<file path="src/rtl/neur_access_sched.sv">
// Neuron-memory access scheduler.
// Shares the single-port neuron state memory and the neuron update logic
// between synaptic/virtual events and the time-reference (leak) sweep. Every
// grant is an atomic read cycle followed by a write cycle. The scheduler only
// takes a new decision when it is idle or in a write cycle.
module neur_access_sched #(
    parameter int N = 256,
    parameter int M = 8
) (
    input  logic         CLK,
    input  logic         RST,
    input  logic         SPI_GATE_ACTIVITY_sync,
    input  logic         EVT_REQ,
    input  logic [M-1:0] EVT_NEUR_ADDR,
    input  logic [4:0]   EVT_VIRTS,
    output logic         EVT_ACK,
    input  logic         TREF_REQ,
    output logic         TREF_OVF,
    output logic         SWEEP_DONE,
    output logic         BUSY,
    output logic         CTRL_NEURMEM_CS,
    output logic         CTRL_NEURMEM_WE,
    output logic [M-1:0] CTRL_NEURMEM_ADDR,
    output logic         CTRL_NEUR_EVENT,
    output logic         CTRL_NEUR_TREF,
    output logic [4:0]   CTRL_NEUR_VIRTS
);

    typedef enum logic [1:0] {
        S_IDLE = 2'd0,
        S_RD   = 2'd1,
        S_WR   = 2'd2
    } state_t;

    // N is a power of two, so the M-bit counter wraps modulo N naturally.
    localparam logic [M-1:0] LAST_NEUR = M'(N - 1);

    state_t       state_q, state_d;
    logic [M-1:0] addr_q, addr_d;
    logic         is_evt_q, is_evt_d;
    logic         is_tref_q, is_tref_d;
    logic [4:0]   virts_q, virts_d;
    logic         sweep_active_q, sweep_active_d;
    logic         sweep_pend_q, sweep_pend_d;
    logic [M-1:0] sweep_cnt_q, sweep_cnt_d;
    logic         last_tref_q, last_tref_d;

    logic         sweep_wr;
    logic         sweep_end;
    logic         evt_elig;
    logic         sweep_elig;
    logic         pick_tref;
    logic         ovf;

    // State registers; reset aborts any access in flight and drops all work.
    always_ff @(posedge CLK or posedge RST) begin
        if (RST) begin
            state_q        <= S_IDLE;
            addr_q         <= '0;
            is_evt_q       <= 1'b0;
            is_tref_q      <= 1'b0;
            virts_q        <= '0;
            sweep_active_q <= 1'b0;
            sweep_pend_q   <= 1'b0;
            sweep_cnt_q    <= '0;
            last_tref_q    <= 1'b1;
        end else begin
            state_q        <= state_d;
            addr_q         <= addr_d;
            is_evt_q       <= is_evt_d;
            is_tref_q      <= is_tref_d;
            virts_q        <= virts_d;
            sweep_active_q <= sweep_active_d;
            sweep_pend_q   <= sweep_pend_d;
            sweep_cnt_q    <= sweep_cnt_d;
            last_tref_q    <= last_tref_d;
        end
    end

    // Sweep bookkeeping, arbitration and next-state selection.
    always_comb begin
        state_d        = state_q;
        addr_d         = addr_q;
        is_evt_d       = is_evt_q;
        is_tref_d      = is_tref_q;
        virts_d        = virts_q;
        sweep_active_d = sweep_active_q;
        sweep_pend_d   = sweep_pend_q;
        sweep_cnt_d    = sweep_cnt_q;
        last_tref_d    = last_tref_q;
        ovf            = 1'b0;
        pick_tref      = 1'b0;

        sweep_wr  = (state_q == S_WR) && is_tref_q;
        sweep_end = sweep_wr && (sweep_cnt_q == LAST_NEUR);

        if (sweep_wr) begin
            sweep_cnt_d = sweep_cnt_q + 1'b1;
        end

        // The last write of a sweep hands over to the pending sweep (or a
        // request arriving right now); a pend+req collision keeps one pending.
        if (sweep_end) begin
            sweep_active_d = sweep_pend_q | TREF_REQ;
            sweep_pend_d   = sweep_pend_q & TREF_REQ;
        end else if (TREF_REQ) begin
            if (!sweep_active_q) begin
                sweep_active_d = 1'b1;
                sweep_cnt_d    = '0;
            end else if (!sweep_pend_q) begin
                sweep_pend_d = 1'b1;
            end else begin
                ovf = 1'b1;
            end
        end

        // The write cycle of an ack must not regrant the request being acked.
        evt_elig   = EVT_REQ && !((state_q == S_WR) && is_evt_q);
        sweep_elig = sweep_active_d;

        case (state_q)
            S_RD: begin
                state_d = S_WR;
            end
            default: begin
                if (!SPI_GATE_ACTIVITY_sync && (evt_elig || sweep_elig)) begin
                    pick_tref   = sweep_elig && (!evt_elig || !last_tref_q);
                    state_d     = S_RD;
                    last_tref_d = pick_tref;
                    if (pick_tref) begin
                        addr_d    = sweep_cnt_d;
                        is_evt_d  = 1'b0;
                        is_tref_d = 1'b1;
                        virts_d   = '0;
                    end else begin
                        addr_d    = EVT_NEUR_ADDR;
                        is_evt_d  = 1'b1;
                        is_tref_d = 1'b0;
                        virts_d   = EVT_VIRTS;
                    end
                end else begin
                    state_d   = S_IDLE;
                    is_evt_d  = 1'b0;
                    is_tref_d = 1'b0;
                    virts_d   = '0;
                end
            end
        endcase
    end

    assign CTRL_NEURMEM_CS   = (state_q != S_IDLE);
    assign CTRL_NEURMEM_WE   = (state_q == S_WR);
    assign CTRL_NEURMEM_ADDR = addr_q;
    assign CTRL_NEUR_EVENT   = is_evt_q;
    assign CTRL_NEUR_TREF    = is_tref_q;
    assign CTRL_NEUR_VIRTS   = virts_q;
    assign EVT_ACK           = (state_q == S_WR) && is_evt_q;
    assign SWEEP_DONE        = sweep_end;
    assign TREF_OVF          = ovf;
    assign BUSY              = (state_q != S_IDLE) || sweep_active_q;

endmodule
</file>
<file path="config.mk">
export PLATFORM = sky130hd
export DESIGN_NAME = neur_access_sched
export DESIGN_NICKNAME = d
export VERILOG_FILES = /design/src/rtl/neur_access_sched.sv
export SDC_FILE = /design/constraint.sdc
export NUM_CORES = 1
export LEC_CHECK = 0
export BUFFER_PORTS_ARGS = -buffer_cell sky130_fd_sc_hd__clkbuf_2
export CAP_MARGIN = 5
export CORE_UTILIZATION = 45
export CTS_CLUSTER_DIAMETER = 200
export DETAILED_ROUTE_END_ITERATION = 10
export HOLD_SLACK_MARGIN = 0.03
export PLACE_DENSITY = 0.74
export SKIP_CTS_REPAIR_TIMING = 1
export SYNTH_ARGS = -nofsm -noshare
export SYNTH_HDL_FRONTEND = slang
export SYNTH_SLANG_ARGS = --single-unit
export TNS_END_PERCENT = 20
</file>
<file path="constraint.sdc">
create_clock -name CLK -period 1.9 [get_ports CLK]
set_input_delay 0.38 -clock CLK [delete_from_list [all_inputs] [get_ports CLK]]
set_output_delay 0.38 -clock CLK [all_outputs]
set_load 0.03 [all_outputs]
</file>
# Word level (Yosys, flattened, before mapping)
# Index checks and enable logic that the tools add are counted.
[totals]
wordCells = 56
ff_bits = 28
inputBits = 18
out_inout_bits = 21
[classes]
mux = 22
n_eq_ne = 3
n_reduce_logical = 18
bitwise_logic = 3
n_addsub = 1
[op_table]
columns = ["cell", "n"]
rows = [
  ["8-bit 2-to-1 mux", 5],
  ["1-bit 2-to-1 mux", 14],
  ["5-bit 2-to-1 mux", 2],
  ["8-bit by 1-bit adder with 8-bit output, second input constant", 1],
  ["8-bit equality test, second input constant", 1],
  ["1-bit logical AND", 6],
  ["2-bit nonzero test", 3],
  ["1-bit zero test", 4],
  ["2-bit AND reduction", 2],
  ["1-bit logical OR", 3],
  ["2-bit by 1-bit equality test with 1-bit output, second input constant", 1],
  ["2-bit equality test, second input constant", 1],
  ["2-bit 2-to-1 mux", 1],
  ["1-bit AND", 1],
  ["1-bit inverter", 1],
  ["1-bit OR", 1],
]

# Longest topological paths before layout
[depth]
depth_word = 9
ltp_mapped = 7

# Least setup slack after synthesis
# OpenSTA, ideal clock, no wires.
[synth_timing]
path_type = "register -> output"
start = "reg sweep_cnt_q[0]"
end = "out TREF_OVF"
t_required_ns = 1.520
path_stages_with_launch = 5
arrival_ns = 1.996
n_path_buf = 0
path_slack_ns = -0.476
path_cell_list = "dfrtp_1 > ha_1 > nand3_1 > nor3_1 > nor3_1"
[synth_via]
elab_chain_len = 3
[synth_lines]
columns = ["element", "line", "source"]
rows = [
  ["start: declaration", "45", "logic [M-1:0] sweep_cnt_q, sweep_cnt_d;"],
  ["start signal: assignment", "75", "sweep_cnt_q <= sweep_cnt_d;"],
  ["8-bit equality test", "95", "sweep_end = sweep_wr && (sweep_cnt_q == LAST_NEUR);"],
  ["1-bit logical AND", "95", ""],
  ["via SWEEP_DONE", "19", "output logic SWEEP_DONE,"],
  ["1-bit 2-to-1 mux", "103", "if (sweep_end) begin"],
  ["end: declaration", "18", "output logic TREF_OVF,"],
]
# The timed path passes the listed nets, and every way through them passes these cells.

# Worst setup path after layout
[layout_timing]
start = "reg state_q[0]"
end = "out TREF_OVF"
[layout_via]
elab_chain_len = 4
[layout_lines]
columns = ["element", "line", "source"]
rows = [
  ["start: declaration", "38", "state_t state_q, state_d;"],
  ["start signal: assignment", "68", "state_q <= state_d;"],
  ["2-bit equality test", "94", "sweep_wr = (state_q == S_WR) && is_tref_q;"],
  ["1-bit logical AND", "94", ""],
  ["1-bit logical AND", "95", ""],
  ["1-bit 2-to-1 mux", "103", ""],
]
# No other way between the ends.

==> flow_summary_export.csv <==
group,metric,value,unit
cells_and_area,post-route-util,66.8,%
synthesis,synth_top_area_cell,"dfrtp_1",
synthesis,avgSynthCellArea,11.2,sq um
clock_network,clock_path_buffers,2,
synthesis,synthArstFlopShare,100,%
floorplanning,die_w,56.7,um
drt,firstDrtPassIters,7,
drt,drc,5,
power,powerDensity,1060,mW/mm^2
cells_and_area,area_growth,39.3,%
place,dpl_cell_area,0.00176,sq mm
grt,grt_pass1_wl,5.52,mm
floorplanning,num_io_pins,39,
setup_path,required,1.52,ns
synthesis,synth.area.top_cells,"dfrtp_1, a221o_1, nor3_1, a22o_1, nor2_1",
synthesis,synthSimpleGateAreaFrac,22.0,%
drt,viasPerCell,5.54,
place,numPortBuffers,38,
place,dp_slack,-0.0185,ns
setup_path,max_stage_delay,0.42,ns
clock_network,clk_latency,0.32,ns
setup_path,slowest_stage,"dfrtp_1",
cells_and_area,stdcell_count,215,
setup_path,r2r_slack,-0.02,ns
power,irDropWorstVdd,0.847,mV
timing,hold_ws,0.0672,ns
timing,setup_tns,-0.166,ns
setup_path,critPathKind,"reg2out",
power,cellLeakagePower,0.946,nW
drt,detail-route-antenna-nets,0,
timing,final.period_utilization,102,%
synthesis,netlist_instances,120,
setup_path,timing.rr.start,"sweep_cnt_q[0]",
hold_path,hold_class,"in2async",
synthesis,synth_ff_type,"dfrtp_1",
cells_and_area,finalNetCount,204,
clock_network,tritoncts,"built",
drt,num_vias,1191,
synthesis,synth_edf_count,0,
outcome,run_status,"finished with violations",
drt,wire_per_inst,15.3,um
synthesis,synth-adder-area-share,0.930,%
power,power,1.98,mW
cells_and_area,fin_area,0.00187,sq mm
drt,wirelength,3.28,mm
timing,fmax,514,MHz
clock_network,htreeDepth,1,
timing,maxSlewHeadroom,76.5,%
timing,rsz0062_at_grt,"true",
setup_path,startpoint,"state_q[0]",
timing,worstMarginPinSlew,0.353,ns
place,placed_cells,207,
synthesis,synth_area,0.00135,sq mm
floorplanning,rows,19,
cells_and_area,drive_gt1_share,43.5,%
outcome,violations,"design-rule violations, negative setup slack",
grt,grt_pass1_vias,1259,
drt,drt_iter0_markers,26,
setup_path,path_cells,"nand3b_4 > buf_4 > nor3_4 > nor3_2 > buf_4",
floorplanning,start_util,47.9,%
synthesis,ys_seq_area_share,52.2,%
timing,timing.final.ws_setup,-0.0458,ns
grt,grt_max_degree,29,
cells_and_area,nFillCells,231,
setup_path,cp_top_family,"simple AND/OR/NAND/NOR gates",
timing,slew_viol_final,0,
synthesis,ys_ff_latch,28,
setup_path,cp_num_buf_inv,2,
synthesis,synth-xor-area-share,3.91,%
floorplanning,coreArea,0.00281,sq mm
clock_network,cts_root_buf,"clkbuf_4",
timing,post-route-min-period,1.95,ns
synthesis,yosysTopAreaCellShare,50.2,%
synthesis,synth_top_family_by_area,"simple AND/OR/NAND/NOR gates",
setup_path,cp_common_cell,"buf_4",
cells_and_area,antennaDiodeCount,0,
synthesis,synth_fp_nets,139,
setup_path,end_kind,"primary output",
synthesis,yosys_warnings,0,
synthesis,synth_compound_area_share,17.5,%
clock_network,cts_made_buffers,3,
timing,setup_viol,10,
floorplanning,die_area,0.00321,sq mm
place,hpwlAfterDp,2.48,mm
grt,overflow,0,
synthesis,ys_types,40,
floorplanning,die_h,56.7,um
setup_path,arrival,1.57,ns
timing,final-hold-violation-count,0,
job,cap_viol_max_count,0,
clock_network,cts.sinks,28,
clock_network,clk_pin_slew,0.15,ns
grt,grt_use_total,22.5,%
setup_path,cp-start-kind,"register",
setup_path,crit_fanout,4,
grt,antenna_found_initial,0,
place,gp_congestion,0.803,
synthesis,muxShareOfSynthArea,0.744,%
timing,fin_skew,0.00127,ns
-- worst paths after layout --
| kind | cells after the start | to |
|---|---|---|
| worst max-delay path | 5 | TREF_OVF |
| worst min-delay path | 3 | CTRL_NEURMEM_ADDR[7] |
| worst max register to register | 7 | CTRL_NEURMEM_ADDR[4] |
| worst min register to register | 1 | CTRL_NEUR_VIRTS[3] |
| max in group asynchronous | 3 | last_tref_q |
| min in group CLK | 2 | CTRL_NEUR_VIRTS[1] |
-- kinds of logic (layout without fill, tap and decap cells) --
family,after synthesis,count (layout)
compound gates,24,24
xor+xnor,6,6
fa+ha+maj,1,1
buf+inv,8,72
flops,28,28
mux,1,1
simple gates,52,52
-- state kept, by name (all words and copies together) (netlist names) --
name               cells
CTRL_NEUR_VIRTS        5
CTRL_NEUR_EVENT        1
CTRL_NEUR_TREF         1
CTRL_NEURMEM_ADDR      8
sweep_active_q         1
sweep_pend_q           1
sweep_cnt_q            8
last_tref_q            1
state_q                2
-- where the power goes --
| part | internal, mW | switching [mW] |
|---|---|---|
| combinational | 0.331 | 0.429 |
| sequential | 0.731 | 0.101 |
| clock | 0.213 | 0.177 |
| total | 1.27 | 0.707 |
-- routing by layer --
metal,part of all wire (%),global-route usage (%),up-vias
li1,-,-,567
met1,41,28.7,596
met3,3.4,3.00,4
met5,0,0,-
met4,1.3,7.50,0
met2,54,39.1,24
-- cell type report --
class                           count  area [sq um]  area share, %
Sequential cell                    28           703           37.5
Multi-Input combinational cell     84           652           34.8
Timing Repair Buffer               62           404           21.6
Tap cell                           31          38.8           2.07
Clock inverter                      1          30.0           1.60
Clock buffer                        3          22.5           1.20
Inverter                            6          22.5           1.20
-- worst register-to-register path, delay by kind of cell, from the launching register on --
| kind | cells | cell delay, ns |
|---|---|---|
| AO/OA/AOI/OAI | 3 | 0.63 |
| adder cells (fa/ha/maj) | 1 | 0.17 |
| flip-flops | 1 | 0.43 |
| buffers and inverters | 1 | 0.14 |
| AND/OR/NAND/NOR | 2 | 0.51 |
-- synthesized netlist by cell type, drive strengths merged, types with 2 or more instances --
master and instances:
nor4 2, nand3b 2, and3 2, a221o 8
nor3 10, nand3 5, a21oi 2, xnor2 3
or3 3, nand2 8, and2 2, a22o 5
inv 6, a21o 2, xor2 3, dfrtp 27
o21ai 3, nor2b 2, nor2 10
-- placed cells by master, fill, tap and decap left out, drive strengths merged, types with 3 or more instances in the layout --
master / netlist / final
nand3: 5 / 5
buf: 1 / 26
a22o: 5 / 5
nand2: 8 / 8
o21ai: 3 / 3
or3: 3 / 3
a221o: 8 / 8
inv: 6 / 6
dfrtp: 27 / 27
xnor2: 3 / 3
xor2: 3 / 3
clkbuf: 1 / 39
nor2: 10 / 10
nor3: 10 / 10
(Power assumes the default switching activity.)
